===== src/rtl/seq_mult_scheduler_if.sv =====
// Requester, response and multiplier-side signals of the scheduler.
// master = requester/multiplier environment, slave = scheduler.
interface seq_mult_scheduler_if #(
  parameter int A_WIDTH = 8,
  parameter int B_WIDTH = 4
);
  logic                       req0_valid, req1_valid;
  logic                       req0_ready, req1_ready;
  logic [A_WIDTH-1:0]         req0_a, req1_a;
  logic [B_WIDTH-1:0]         req0_b, req1_b;
  logic                       rsp_valid, rsp_id;
  logic [A_WIDTH+B_WIDTH-1:0] rsp_product;
  logic                       busy;
  logic [15:0]                jobs_done;
  logic [A_WIDTH-1:0]         mul_a;
  logic [B_WIDTH-1:0]         mul_b;
  logic                       mul_write, mul_multiply, mul_display;
  logic [A_WIDTH+B_WIDTH-1:0] mul_out;

  modport master (
    output req0_valid, req1_valid, req0_a, req1_a, req0_b, req1_b, mul_out,
    input  req0_ready, req1_ready, rsp_valid, rsp_id, rsp_product, busy,
           jobs_done, mul_a, mul_b, mul_write, mul_multiply, mul_display
  );
  modport slave (
    input  req0_valid, req1_valid, req0_a, req1_a, req0_b, req1_b, mul_out,
    output req0_ready, req1_ready, rsp_valid, rsp_id, rsp_product, busy,
           jobs_done, mul_a, mul_b, mul_write, mul_multiply, mul_display
  );
endinterface


===== src/rtl/seq_mult_scheduler.sv =====
// Round-robin sharing of one sequential_multiplier between two requesters;
// sequences write -> multiply -> display and returns the id-tagged product.
module seq_mult_scheduler #(
  parameter int A_WIDTH     = 8,
  parameter int B_WIDTH     = 4,
  parameter int MULT_CYCLES = 4
) (
  input logic                 clk,
  input logic                 rst_n,
  seq_mult_scheduler_if.slave bus
);
  localparam int PW = A_WIDTH + B_WIDTH;

  typedef enum logic [2:0] {IDLE, LOAD, MULT, SHOW, DONE} state_t;

  state_t             state_q, state_d;
  logic [3:0]         cnt_q, cnt_d;
  logic               last_grant_q, last_grant_d;
  logic               job_id_q, job_id_d;
  logic [A_WIDTH-1:0] mul_a_q, mul_a_d;
  logic [B_WIDTH-1:0] mul_b_q, mul_b_d;
  logic               mul_write_q, mul_write_d;
  logic               mul_multiply_q, mul_multiply_d;
  logic               mul_display_q, mul_display_d;
  logic               rsp_valid_q, rsp_valid_d;
  logic               rsp_id_q, rsp_id_d;
  logic [PW-1:0]      rsp_product_q, rsp_product_d;
  logic [15:0]        jobs_done_q, jobs_done_d;
  logic               gnt1, idle, hs;

  // Lone requester wins; otherwise the one not granted last time.
  assign gnt1 = (bus.req1_valid & ~bus.req0_valid) |
                (~(bus.req0_valid ^ bus.req1_valid) & ~last_grant_q);
  assign idle = (state_q == IDLE);
  assign bus.req0_ready = rst_n & idle & ~gnt1;
  assign bus.req1_ready = rst_n & idle & gnt1;
  assign hs = (bus.req0_valid & bus.req0_ready) | (bus.req1_valid & bus.req1_ready);

  always_comb begin
    state_d       = state_q;
    cnt_d         = cnt_q;
    last_grant_d  = last_grant_q;
    job_id_d      = job_id_q;
    mul_a_d       = mul_a_q;
    mul_b_d       = mul_b_q;
    rsp_product_d = rsp_product_q;
    jobs_done_d   = jobs_done_q;
    case (state_q)
      IDLE: if (hs) begin
        mul_a_d      = gnt1 ? bus.req1_a : bus.req0_a;
        mul_b_d      = gnt1 ? bus.req1_b : bus.req0_b;
        job_id_d     = gnt1;
        last_grant_d = gnt1;
        state_d      = LOAD;
      end
      LOAD: begin
        cnt_d   = 4'(MULT_CYCLES - 1);
        state_d = MULT;
      end
      MULT: if (cnt_q == 4'd0) begin
        cnt_d   = 4'd1;
        state_d = SHOW;
      end else cnt_d = cnt_q - 4'd1;
      // The multiplier's out is only settled on the second display cycle.
      SHOW: if (cnt_q == 4'd0) begin
        rsp_product_d = bus.mul_out;
        jobs_done_d   = jobs_done_q + 16'd1;
        state_d       = DONE;
      end else cnt_d = cnt_q - 4'd1;
      DONE:    state_d = IDLE;
      default: state_d = IDLE;
    endcase
    mul_write_d    = (state_d == LOAD);
    mul_multiply_d = (state_d == MULT);
    mul_display_d  = (state_d == SHOW);
    rsp_valid_d    = (state_d == DONE);
    rsp_id_d       = (state_d == DONE) & job_id_d;
  end

  always_ff @(posedge clk or negedge rst_n) begin
    if (!rst_n) begin
      state_q        <= IDLE;
      cnt_q          <= '0;
      last_grant_q   <= 1'b1;
      job_id_q       <= 1'b0;
      mul_a_q        <= '0;
      mul_b_q        <= '0;
      mul_write_q    <= 1'b0;
      mul_multiply_q <= 1'b0;
      mul_display_q  <= 1'b0;
      rsp_valid_q    <= 1'b0;
      rsp_id_q       <= 1'b0;
      rsp_product_q  <= '0;
      jobs_done_q    <= '0;
    end else begin
      state_q        <= state_d;
      cnt_q          <= cnt_d;
      last_grant_q   <= last_grant_d;
      job_id_q       <= job_id_d;
      mul_a_q        <= mul_a_d;
      mul_b_q        <= mul_b_d;
      mul_write_q    <= mul_write_d;
      mul_multiply_q <= mul_multiply_d;
      mul_display_q  <= mul_display_d;
      rsp_valid_q    <= rsp_valid_d;
      rsp_id_q       <= rsp_id_d;
      rsp_product_q  <= rsp_product_d;
      jobs_done_q    <= jobs_done_d;
    end
  end

  assign bus.busy         = ~idle;
  assign bus.mul_a        = mul_a_q;
  assign bus.mul_b        = mul_b_q;
  assign bus.mul_write    = mul_write_q;
  assign bus.mul_multiply = mul_multiply_q;
  assign bus.mul_display  = mul_display_q;
  assign bus.rsp_valid    = rsp_valid_q;
  assign bus.rsp_id       = rsp_id_q;
  assign bus.rsp_product  = rsp_product_q;
  assign bus.jobs_done    = jobs_done_q;
endmodule


===== src/flat_wrapper.sv =====
// flat-port wrapper written by rule: the top's interface ports become plain ports
module seq_mult_scheduler_flat 
#(
  parameter int A_WIDTH     = 8,
  parameter int B_WIDTH     = 4,
  parameter int MULT_CYCLES = 4
)
  (clk, rst_n, bus_req0_valid, bus_req1_valid, bus_req0_a, bus_req1_a, bus_req0_b, bus_req1_b, bus_mul_out, bus_req0_ready, bus_req1_ready, bus_rsp_valid, bus_rsp_id, bus_rsp_product, bus_busy, bus_jobs_done, bus_mul_a, bus_mul_b, bus_mul_write, bus_mul_multiply, bus_mul_display);
  seq_mult_scheduler_if #(.A_WIDTH(A_WIDTH), .B_WIDTH(B_WIDTH)) bus_i ();
  input logic clk;
  input logic rst_n;
  input wire logic [$bits(bus_i.req0_valid)-1:0] bus_req0_valid;
  input wire logic [$bits(bus_i.req1_valid)-1:0] bus_req1_valid;
  input wire logic [$bits(bus_i.req0_a)-1:0] bus_req0_a;
  input wire logic [$bits(bus_i.req1_a)-1:0] bus_req1_a;
  input wire logic [$bits(bus_i.req0_b)-1:0] bus_req0_b;
  input wire logic [$bits(bus_i.req1_b)-1:0] bus_req1_b;
  input wire logic [$bits(bus_i.mul_out)-1:0] bus_mul_out;
  output wire logic [$bits(bus_i.req0_ready)-1:0] bus_req0_ready;
  output wire logic [$bits(bus_i.req1_ready)-1:0] bus_req1_ready;
  output wire logic [$bits(bus_i.rsp_valid)-1:0] bus_rsp_valid;
  output wire logic [$bits(bus_i.rsp_id)-1:0] bus_rsp_id;
  output wire logic [$bits(bus_i.rsp_product)-1:0] bus_rsp_product;
  output wire logic [$bits(bus_i.busy)-1:0] bus_busy;
  output wire logic [$bits(bus_i.jobs_done)-1:0] bus_jobs_done;
  output wire logic [$bits(bus_i.mul_a)-1:0] bus_mul_a;
  output wire logic [$bits(bus_i.mul_b)-1:0] bus_mul_b;
  output wire logic [$bits(bus_i.mul_write)-1:0] bus_mul_write;
  output wire logic [$bits(bus_i.mul_multiply)-1:0] bus_mul_multiply;
  output wire logic [$bits(bus_i.mul_display)-1:0] bus_mul_display;
  assign bus_i.req0_valid = bus_req0_valid;
  assign bus_i.req1_valid = bus_req1_valid;
  assign bus_i.req0_a = bus_req0_a;
  assign bus_i.req1_a = bus_req1_a;
  assign bus_i.req0_b = bus_req0_b;
  assign bus_i.req1_b = bus_req1_b;
  assign bus_i.mul_out = bus_mul_out;
  assign bus_req0_ready = bus_i.req0_ready;
  assign bus_req1_ready = bus_i.req1_ready;
  assign bus_rsp_valid = bus_i.rsp_valid;
  assign bus_rsp_id = bus_i.rsp_id;
  assign bus_rsp_product = bus_i.rsp_product;
  assign bus_busy = bus_i.busy;
  assign bus_jobs_done = bus_i.jobs_done;
  assign bus_mul_a = bus_i.mul_a;
  assign bus_mul_b = bus_i.mul_b;
  assign bus_mul_write = bus_i.mul_write;
  assign bus_mul_multiply = bus_i.mul_multiply;
  assign bus_mul_display = bus_i.mul_display;
  seq_mult_scheduler #(.A_WIDTH(A_WIDTH), .B_WIDTH(B_WIDTH), .MULT_CYCLES(MULT_CYCLES)) u_core (.clk(clk), .rst_n(rst_n), .bus(bus_i));
endmodule

===== config.mk =====
export PLATFORM = sky130hd
export DESIGN_NAME = seq_mult_scheduler_flat
export DESIGN_NICKNAME = d
export VERILOG_FILES = /design/src/rtl/seq_mult_scheduler_if.sv /design/src/rtl/seq_mult_scheduler.sv /design/src/flat_wrapper.sv
export SDC_FILE = /design/constraint.sdc
export NUM_CORES = 1
export LEC_CHECK = 0
export BUFFER_PORTS_ARGS = -buffer_cell sky130_fd_sc_hd__buf_2
export CAP_MARGIN = 20
export CORE_ASPECT_RATIO = 1.2
export CORE_UTILIZATION = 49
export CTS_CLUSTER_SIZE = 14
export DETAILED_ROUTE_END_ITERATION = 10
export PLACE_DENSITY = 0.79
export RECOVER_POWER = 50
export SLEW_MARGIN = 20
export SYNTH_ARGS = -nofsm -noshare
export SYNTH_HDL_FRONTEND = slang
export SYNTH_SLANG_ARGS = --single-unit

===== constraint.sdc =====
create_clock -name clk -period 2.12 [get_ports clk]
set_input_delay 0.424 -clock clk [delete_from_list [all_inputs] [get_ports clk]]
set_output_delay 0.424 -clock clk [all_outputs]
set_load 0.01 [all_outputs]

# Yosys cells after proc, flatten, opt, wreduce, memory -nomap -nowiden
# Index checks and enable logic that the tools add are counted.
# W data, S select, Z words.
[word_totals] regBits=54 inputBits=40 out_inout_bits=48 word_cells=56
[classes] addsub=2 n_eq_ne=8 n_mux=11 bitwise_logic=16 n_reduce_logical=6
[op_table] cell="$add A16 B1 Y16 const B" count=1
[op_table] cell="$eq A3 B2 Y1 const B" count=4
[op_table] cell="$mux W4" count=3
[op_table] cell="$pmux W3 S4" count=1
[op_table] cell="$pmux W4 S3" count=1
[op_table] cell="$mux W3" count=3
[op_table] cell="$and A1 B1 Y1" count=8
[op_table] cell="$mux W8" count=1
[op_table] cell="$eq A3 B1 Y1 const B" count=2
[op_table] cell="$reduce_and A2 Y1" count=3
[op_table] cell="$not A1 Y1" count=5
[op_table] cell="$logic_not A4 Y1" count=1
[op_table] cell="$sub A4 B1 Y4 const B" count=1
[op_table] cell="$eq A3 B3 Y1 const B" count=1
[op_table] cell="$logic_not A3 Y1" count=1
[op_table] cell="$reduce_bool A3 Y1" count=1
[op_table] cell="$mux W1" count=2
[op_table] cell="$ne A2 B2 Y1 const B" count=1
[op_table] cell="$or A1 B1 Y1" count=2
[op_table] cell="$xor A1 B1 Y1" count=1

# Longest topological paths before layout
[logic_depth] word_depth=12 depth_mapped=8 mapped_depth_nobuf=7

# Least setup slack after synthesis
# Ideal clock, no wire load.
[synth_path] path_kind="input -> register" start="input port bus_req0_valid" end="register u_core.mul_a_q[4] (netlist: u_core.bus.mul_a[4])" setup_time_ns=0.125 t_arrival_ns=1.973 required_time_ns=1.995 path_slack_ns=0.023 path_stages=7 path_buffers=1 path_cell_list="inv_1 ha_1 nor2b_1 nor2_1 buf_2 mux2_2 mux2_2"
[synth_via] elab_chain_len=9 word_cells_on_any_way=14 cone_classes="mux (1); bitwise (12); reduce/logical (1)"
[synth_lines] item="start: declaration" line_no="flat_wrapper.sv:12" rtl="input wire logic [$bits(bus_i.req0_valid)-1:0] bus_req0_valid;"
[synth_lines] item="$xor A1 B1 Y1" line_no="seq_mult_scheduler.sv:33" rtl="(~(bus.req0_valid ^ bus.req1_valid) & ~last_grant_q);"
[synth_lines] item="$not A1 Y1" line_no="seq_mult_scheduler.sv:33"
[synth_lines] item="$and A1 B1 Y1" line_no="seq_mult_scheduler.sv:33"
[synth_lines] item="$or A1 B1 Y1" line_no="seq_mult_scheduler.sv:32" rtl="assign gnt1 = (bus.req1_valid & ~bus.req0_valid) |"
[synth_lines] item="$not A1 Y1" line_no="seq_mult_scheduler.sv:35" rtl="assign bus.req0_ready = rst_n & idle & ~gnt1;"
[synth_lines] item="$and A1 B1 Y1" line_no="seq_mult_scheduler.sv:35"
[synth_lines] item="$and A1 B1 Y1" line_no="seq_mult_scheduler.sv:37" rtl="assign hs = (bus.req0_valid & bus.req0_ready) | (bus.req1_valid & bus.req1_ready);"
[synth_lines] item="$or A1 B1 Y1" line_no="seq_mult_scheduler.sv:37"
[synth_lines] item="$reduce_and A2 Y1 (no line)"
[synth_lines] item="end signal: assignment" line_no="seq_mult_scheduler.sv:100" rtl="mul_a_q <= mul_a_d;"
[synth_lines] item="end: declaration" line_no="seq_mult_scheduler.sv:20" rtl="logic [A_WIDTH-1:0] mul_a_q, mul_a_d;"
# Several ways; a longest one is shown, not always the timed one.
# A chain may end at the register's enable or synchronous reset.

# Worst setup path after layout
[layout_path] start="input port rst_n" end="output port bus_req0_ready"
[layout_via] elab_chain_len=2
[layout_lines] item="start: declaration" line_no="flat_wrapper.sv:11" rtl="input logic rst_n;"
[layout_lines] item="$and A1 B1 Y1 (2 in series)" line_no="seq_mult_scheduler.sv:35"
[layout_lines] item="end: declaration" line_no="flat_wrapper.sv:19" rtl="output wire logic [$bits(bus_i.req0_ready)-1:0] bus_req0_ready;"
# No other way between the ends.

==> impl_results.md <==
* Highest-count cells in the layout ignoring fill and taps: buf_2 (63), dfrtp_1 (53), mux2_2 (36), clkbuf_1 (26), nand2_1 (15)
* Slew Viols, Final at 0
* Number of global-route vias before repair at 1712
* Total number of vias at 1835
* Port bufs at 87
* Core Area at 4940 um2
* Final hold vios at 0
* RSZ-0062 raised after global routing: false
* Syn nets at 243
* Clock Tree Root: clkbuf_8
* Mapped Area at 2500 um2
* Post-CTS Setup Inserts at 0
* Largest net degree at the start of global routing at 34
* Drt first pass iters at 4
* Post-synth EDFFs at 0
* Synth-to-Final Area Change at 25.2%
* Initial antenna violation count at 0
* Syn Inst Count at 199
* H-tree depth at 2
* Die Height at 80.3 um
* Gp weighted congestion at 0.780
* Synth async-reset ratio at 1.00
* CP max stage cell: dlygate4sd3_1
* #FFs+latches synth at 54
* CP max stage delay at 0.55 ns
* Share of cells above drive strength 1 at 0.433
* I/O pin total at 88
* Vias/cell at 5.13
* Worst vdd ir at 0.626 mV
* Clock buffer count from CTS at 5
* Worst slew pin tran at 1.02 ns
* CTS clock-pin slew for the worst setup and hold paths at 0.10 ns
* Die Area at 5400 um2
* Final setup violation count at 0
* Most common cell after layout, fill and taps aside: buf_2
* Reg2reg path depth at 7
* Nets@finish at 341
* Drt wl/cell at 13.5 um
* Sequential cell area fraction in the yosys report at 0.540
* Max-Cap Viols at 0
* Setup ws final at 0.106 ns
* First-pass GRT wire length at 7960 um
* Leakage dissipation at 0.00158 uW
* Crit start category: primary input
* Die width at 67.3 um
* Final period utilization at 0.950
* Top cell by count, worst path: buf_2
* Max clock buf depth at 2
* Remaining antenna violation count at 0
* Final wirelength at 4830 um
* DP Wirelength at 3640 um
* Inst Count DP at 349
* Clk_skew at 0.00698 ns
* Warnings from Yosys at 0
* Pre-CTS WS at -0.0326 ns
* Critical setup path kind: in -> out
* Final Critical Period at 2.01 ns
* CTS tree: yes
* Rows at 28
* Crit path capture type: primary output
* Post-synth top flop: dfrtp_1
* Fmax at 496 MHz
* Average size of a mapped cell at 12.6 um2
* Ant. Diodes at 0
* 1st-iter DRT viols at 64
* CP cell instances: dlygate4sd3_1 -> buf_2 -> nand2_1 -> nor3_1 -> buf_2
* Relative max-transition margin at 0.323
* Starting density of the core at 0.507
* CP max FO at 5
* Worst min path class: in -> reg
* Clock Sinks at 54
* WP data required at 1.70 ns
* Outcome: finished, final reports clean
* DRC violations left at 0
* Endpoint arrival time on the critical path at 1.59 ns
* Finished Layout Cells at 358
* GRT Resource Usage Total at 0.194
* Hold path cells at 2
* Clock latency on the worst-skew pair at 0.30 ns
* GR Overflow Total at 0
* PD cells at 1130 nW/um2
* Cell variety after synth at 40
==> timing repair <==
item | 4_1_cts | 5_1_grt
endpoints found under the setup margin | 0 | 1
resized for setup | 0 | 1
endpoints found under the hold margin | 1 | 0
hold buffers | 1 | 0
==> layout make-up <==
cell class | instances | area, um2
Clock buffer | 6 | 72.6
Clock inverter | 2 | 37.5
Fill cell | 394 | 1800
Inverter | 10 | 38.8
Multi-Input combinational cell | 128 | 1060
Sequential cell | 54 | 1350
Tap cell | 60 | 75.1
Timing Repair Buffer | 98 | 497
==> layer usage <==
layer,GRT usage,wire (um)
met2,0.328,2550
met4,0.0553,42
met5,0,0
met3,0.0483,171
met1,0.240,2070
==> per-stage QoR <==
step / instance area, um2 / total power (uW) / utilization / TNS [ns] / hold WS [ns]
5_1_grt: 3140 / 3790 / 0.635 / 0 / 0.329
2_1_floorplan: 2500 / 2420 / - / 0 / 0.128
3_5_place_dp: 3050 / 2930 / 0.617 / -0.260 / 0.230
3_3_place_gp: 3050 / 2880 / 0.617 / 0 / 0.230
4_1_cts: 3170 / 3610 / 0.641 / 0 / 0.333
6_report: 3140 / 3530 / 0.635 / 0 / 0.343
==> final timing paths <==
check                                                           from                                     to  slack (ns)
worst min-delay path                                  bus_mul_out[4]  u_core.bus.rsp_product[4]$_DFFE_PN0P_        0.34
max in group asynchronous                                      rst_n        u_core.bus.mul_a[2]$_DFFE_PN0P_        0.51
min in group asynchronous                                      rst_n            u_core.state_q[0]$_DFF_PN0_        0.49
worst max register to register           u_core.cnt_q[0]$_DFFE_PN0P_    u_core.bus.jobs_done[9]$_DFFE_PN0P_        0.18
worst max-delay path                                           rst_n                         bus_req0_ready        0.11
worst min register to register  u_core.bus.jobs_done[15]$_DFFE_PN0P_   u_core.bus.jobs_done[15]$_DFFE_PN0P_        0.48
==> cells in the mapped netlist (2+ instances only) <==
cell     number  area share
nand4_1       2      0.0050
nor4_1        2      0.0050
and4_1        2      0.0070
nor2b_1       2      0.0050
nand3_1       5       0.010
xor2_1       10       0.035
nor2_1        5      0.0075
inv_1         9       0.013
nor4_4        2       0.017
dfrtp_1      53        0.53
nand2_1      15       0.022
nor3_1        8       0.016
buf_2         2      0.0040
buf_4         3      0.0090
mux2_2       36        0.16
a21oi_1       4      0.0080
buf_6         2      0.0090
xnor2_1       6       0.021
nor4b_1       2      0.0070
ha_1          4       0.020
o21ai_0       5       0.010
or3_1         2      0.0050
==> state kept, by name (all words and copies together), names as in the netlist <==
name / count
u_core.bus.jobs_done: 16
u_core.bus.mul_a: 8
u_core.bus.mul_b: 4
u_core.bus.mul_display: 1
u_core.bus.mul_multiply: 1
u_core.bus.mul_write: 1
u_core.bus.rsp_id: 1
u_core.bus.rsp_product: 12
u_core.bus.rsp_valid: 1
u_core.cnt_q: 4
u_core.job_id_q: 1
u_core.last_grant_q: 1
u_core.state_q: 3
==> worst max-delay path: cells and delay by family <==
family / cells / cell delay [ns]
buffers and inverters: 3 / 0.87
AND/OR/NAND/NOR: 2 / 0.30
==> power by group <==
group / total [uW] / switching, uW / internal (uW)
registers: 1610 / 239 / 1380
clock network: 676 / 323 / 353
logic: 1240 / 615 / 624
==> cells by family after synthesis <==
| family | synth area share |
|---|---|
| AOI/OAI and AO/OA | 0.0440 |
| and+or+nand+nor | 0.140 |
| adders and majority gates | 0.0200 |
| DFF | 0.540 |
| muxes | 0.162 |
| xor gates and xnor gates | 0.0560 |
| buffers and inverters | 0.0375 |
(Power assumes the default switching activity.)
